`src/rtl/uart_rx_word.sv`:
```
// 16x-oversampled UART receiver that gathers BYTE frames (low byte first) into one
// DATA_OUT_WIDTH word, flagging framing errors and inter-byte idle timeouts.
module uart_rx_word #(
    parameter int BYTE           = 2,
    parameter int DATA_OUT_WIDTH = 12,
    parameter int UART_WIDTH     = 8,
    parameter int TIMEOUT_BITS   = 32
) (
    input  logic                      clk,
    input  logic                      reset,
    input  logic                      uart_tick,
    input  logic                      Rx,
    output logic [DATA_OUT_WIDTH-1:0] rx_data_out,
    output logic                      rx_done,
    output logic                      rx_err
);

    localparam int IDX_W    = (BYTE > 1) ? $clog2(BYTE) : 1;
    localparam int BIT_W    = (UART_WIDTH > 1) ? $clog2(UART_WIDTH) : 1;
    localparam int TO_TICKS = TIMEOUT_BITS * 16;
    localparam int IDLE_W   = (TO_TICKS > 1) ? $clog2(TO_TICKS) : 1;

    localparam logic [IDLE_W-1:0] TO_LAST  = IDLE_W'((TO_TICKS > 0) ? TO_TICKS - 1 : 0);
    localparam logic [IDX_W-1:0]  LAST_IDX = IDX_W'(BYTE - 1);
    localparam logic [BIT_W-1:0]  LAST_BIT = BIT_W'(UART_WIDTH - 1);

    typedef enum logic [1:0] {IDLE, START, DATA, STOP} state_t;

    state_t                    state;
    logic                      rx_p0, rx_s;
    logic                      armed;
    logic [3:0]                tick_cnt;
    logic [BIT_W-1:0]          bit_cnt;
    logic [IDX_W-1:0]          byte_idx;
    logic [IDLE_W-1:0]         idle_cnt;
    logic [UART_WIDTH-1:0]     shreg;
    logic [DATA_OUT_WIDTH-1:0] word;
    logic [DATA_OUT_WIDTH-1:0] word_next;

    // stage p0/s: two-flop synchronizer for the asynchronous line
    always_ff @(posedge clk) begin
        if (reset) begin
            rx_p0 <= 1'b1;
            rx_s  <= 1'b1;
        end else begin
            rx_p0 <= Rx;
            rx_s  <= rx_p0;
        end
    end

    // Word with the current shift register dropped into slot byte_idx; top-byte bits
    // beyond DATA_OUT_WIDTH have no slot and are simply never looked at.
    for (genvar b = 0; b < BYTE; b++) begin : g_slot
        for (genvar i = 0; i < UART_WIDTH; i++) begin : g_bit
            if (b * UART_WIDTH + i < DATA_OUT_WIDTH) begin : g_keep
                assign word_next[b*UART_WIDTH+i] =
                    (byte_idx == IDX_W'(b)) ? shreg[i] : word[b*UART_WIDTH+i];
            end
        end
    end

    always_ff @(posedge clk) begin
        if (reset) begin
            state       <= IDLE;
            armed       <= 1'b0;
            tick_cnt    <= '0;
            bit_cnt     <= '0;
            byte_idx    <= '0;
            idle_cnt    <= '0;
            rx_data_out <= '0;
            rx_done     <= 1'b0;
            rx_err      <= 1'b0;
        end else begin
            rx_done <= 1'b0;
            rx_err  <= 1'b0;
            if (uart_tick) begin
                case (state)
                    IDLE: begin
                        if (rx_s) armed <= 1'b1;
                        if (TIMEOUT_BITS > 0 && byte_idx != '0) begin
                            if (idle_cnt == TO_LAST) begin
                                rx_err   <= 1'b1;
                                byte_idx <= '0;
                                idle_cnt <= '0;
                            end else begin
                                idle_cnt <= idle_cnt + IDLE_W'(1);
                            end
                        end else begin
                            idle_cnt <= '0;
                        end
                        // a start edge coinciding with a timeout still begins byte 0
                        if (!rx_s && armed) begin
                            state    <= START;
                            tick_cnt <= '0;
                            idle_cnt <= '0;
                        end
                    end
                    START: begin
                        if (tick_cnt == 4'd7) begin
                            if (!rx_s) begin
                                state    <= DATA;
                                tick_cnt <= '0;
                                bit_cnt  <= '0;
                            end else begin
                                state <= IDLE;
                            end
                        end else begin
                            tick_cnt <= tick_cnt + 4'd1;
                        end
                    end
                    DATA: begin
                        if (tick_cnt == 4'd15) begin
                            tick_cnt <= '0;
                            if (bit_cnt == LAST_BIT) begin
                                bit_cnt <= '0;
                                state   <= STOP;
                            end else begin
                                bit_cnt <= bit_cnt + BIT_W'(1);
                            end
                        end else begin
                            tick_cnt <= tick_cnt + 4'd1;
                        end
                    end
                    STOP: begin
                        if (tick_cnt == 4'd15) begin
                            tick_cnt <= '0;
                            state    <= IDLE;
                            if (rx_s) begin
                                if (byte_idx == LAST_IDX) begin
                                    rx_data_out <= word_next;
                                    rx_done     <= 1'b1;
                                    byte_idx    <= '0;
                                end else begin
                                    byte_idx <= byte_idx + IDX_W'(1);
                                end
                            end else begin
                                rx_err   <= 1'b1;
                                byte_idx <= '0;
                                armed    <= 1'b0;
                            end
                        end else begin
                            tick_cnt <= tick_cnt + 4'd1;
                        end
                    end
                    default: state <= IDLE;
                endcase
            end
        end
    end

    // Datapath registers carry no reset: every bit is rewritten before it is used.
    always_ff @(posedge clk) begin
        if (uart_tick && state == DATA && tick_cnt == 4'd15)
            shreg[bit_cnt] <= rx_s;
        if (uart_tick && state == STOP && tick_cnt == 4'd15 && rx_s && byte_idx != LAST_IDX)
            word <= word_next;
    end

endmodule

```
`config.mk`:
```
export PLATFORM = sky130hd
export DESIGN_NAME = uart_rx_word
export DESIGN_NICKNAME = d
export VERILOG_FILES = /design/src/rtl/uart_rx_word.sv
export SDC_FILE = /design/constraint.sdc
export NUM_CORES = 1
export LEC_CHECK = 0
export ABC_AREA = 1
export CAP_MARGIN = 20
export CORE_MARGIN = 10
export CORE_UTILIZATION = 52
export DETAILED_ROUTE_END_ITERATION = 16
export GPL_TIMING_DRIVEN = 0
export PLACE_DENSITY_LB_ADDON = 0.08
export SYNTH_ARGS = -nofsm -noshare
export SYNTH_HDL_FRONTEND = slang
export SYNTH_SLANG_ARGS = --single-unit
export TNS_END_PERCENT = 10
```
`constraint.sdc`:
```
create_clock -name clk -period 2.4 [get_ports clk]
set_clock_uncertainty 0.1 [all_clocks]
set_input_delay 0.72 -clock clk [delete_from_list [all_inputs] [get_ports clk]]
set_output_delay 0.72 -clock clk [all_outputs]
set_load 0.1 [all_outputs]
```
==> flow_summary.ini <==
[setup_path]
path_delay_family = buffers and inverters
endpoint_kind = primary output
r2r_slack_ns = 0.41
slowest_stage = dlygate4sd2_1
cp_max_fo = 2
worstPathRequired_ns = 1.58
critPathKind = reg -> out
cp_num_buf_inv = 1
critPathLaunchType = register
arrival_ns = 1.53
critical_path.cell_chain = dlygate4sd2_1
slowest_delay_ns = 0.87

[placed_design]
port_buffers = 16
place_hpwl_mm = 3.680
placed_cells = 392
placedInstanceArea_um2 = 2785
dp_slack_ns = -0.5150
gp_congestion = 0.7904

[synthesis]
ys_warn_count = 0
ys_types = 29
synth_compound_area_share_pct = 9.472
synth-seq-cells = 56
yosys.area_share.simple_pct = 27.13
synth_mux_area_share_pct = 0
synth_top_family_by_area = simple AND/OR/NAND/NOR gates
postSynthCellCount = 309
synth_area_um2 = 2536
syn_nets = 322
avgSynthCellArea_um2 = 8.208
yosysSeqAreaShare_pct = 52.10
synthXorXnorAreaFrac_pct = 0.3453
synth_fa_ha_area_share_pct = 4.440

[sta]
max_freq_mhz = 424.9
worst_slew_pin_slew_ns = 0.9739
slew_headroom_pct = 35.33
finalHoldViolations = 0
tns_ns = 0
report.final.slew_viol_count = 0
min_period_over_period_pct = 98.07
holdWs_ns = 0.3232
setup_viol = 0
rsz0062_at_grt = false
fin_ws_ns = 0.04630
period_minus_slack_ns = 2.354

[finish]
drive_gt1_share_pct = 9.009
num-fill-cells = 434
area_growth_pct = 12.78
final_util_pct = 60.56
instances_no_fill = 400
multi_input_area_um2 = 1061
seq_area_um2 = 1321
final_cell_mix = 86 x nand2_1, 36 x dfxtp_1, 31 x nor2_1
fin_area_um2 = 2860
mostFrequentLayoutCell = nand2_1
diodes = 0
num-nets-final = 345

[global_route]
grt_first_pass_wirelength_mm = 8.928
grt_pass1_vias = 1904
overflow = 0
grt.total_usage_pct = 12.91
grt_max_degree = 18
antenna_found_initial = 0

[clock_network]
clock_latency_ns = 0.31
cts_hold_buf = 0
cts-resized-gates = 15
cts_tree = built
cts.reportedPaths.clkPinSlew_ns = 0.10
ctsHtreeMaxLevel = 2
cts.path.max_buffers = 2
cts_inserted_buffers = 5
postCtsSetupBuffers = 0
root_buffer = clkbuf_8
clkSinkCount = 56

[power]
p_per_area_nw_per_um2 = 557.7
vdd_drop_max_mv = 0.4464
total_power_mw = 1.595
leakagePower_nw = 1.149

[floorplan]
core_um2 = 4723
dieHeight_um = 89.84
die-area_um2 = 8070
initial_core_util_pct = 53.70
die_x_um = 89.84
fp-row-count = 25
io_pins = 18

[route]
dr.pass1.iters = 5
vias_per_cell = 5.050
antenna_left = 0
wire_per_inst_um = 12.32
via_count = 2020
drc = 0
wl_mm = 4.927
drt_iter0_markers = 184

[run]
drv_cap = 0

[outcome]
status = complete, no violations

[hold_path]
hold_class = reg -> reg
[state kept, by name (all words and copies together) (netlist names), named ones only]
name / cells
rx_err: 1
armed: 1
word: 12
rx_p0: 1
tick_cnt: 4
rx_done: 1
bit_cnt: 3
rx_data_out: 12
state: 1
byte_idx: 1
rx_s: 1
idle_cnt: 9
shreg: 8
[final cells by class]
class	instances	share of cell area, %
Clock inverter	3	0.6124
Buffer	9	1.969
Clock buffer	5	2.406
Timing Repair Buffer	16	4.987
Multi-Input combinational cell	215	37.10
Inverter	29	3.806
Tap cell	67	2.931
Sequential cell	56	46.19
[path summary, 6_finish.rpt]
kind | start | end | cells past startpoint
max | rx_data_out[5] | rx_data_out[5] | 1
max reg2reg | tick_cnt[0] | word[7] | 5
min reg2reg | rx_p0 | rx_s | 1
min | rx_p0 | rx_s | 1
[routing by layer]
metal / global-route usage [%] / vias up / routed length (um)
li1: - / 1062 / -
met1: 16.50 / 913 / 2379
met2: 20.88 / 39 / 2234
met3: 3.076 / 6 / 251
met4: 4.043 / 0 / 61
met5: 0 / - / 0
[cells by family (layout without fill, tap and decap cells)]
family / count (synthesis) / after routing
flops: 56 / 56
fa+ha+maj: 9 / 9
simple gates: 160 / 160
buf+inv: 38 / 62
xor+xnor: 1 / 1
compound gates: 45 / 45
[cell usage after synthesis, drive strengths merged]
cell type	count	area share (%)
or2	2	0.49
xor2	1	0.35
nor3	9	1.8
a22oi	1	0.30
a211oi	1	0.30
nand2	88	13
clkbuf	2	0.30
nand4	1	0.25
a21o	1	0.30
nor2	36	6.4
inv	29	4.3
nand3	23	4.7
dfxtp	36	28
ha	9	4.4
buf	7	1.9
o21ai	15	3.1
a21oi	25	4.9
o21a	1	0.30
edfxtp	20	24
nor4	1	0.25
o22ai	1	0.25
[where the power goes]
group	leakage, nW	total (mW)	internal, mW	switching (mW)
clock network	0.0460	0.503	0.205	0.299
logic	0.634	0.0945	0.0306	0.0638
registers	0.470	0.998	0.989	0.00864
total	1.15	1.60	1.22	0.371
(Power assumes the default switching activity.)
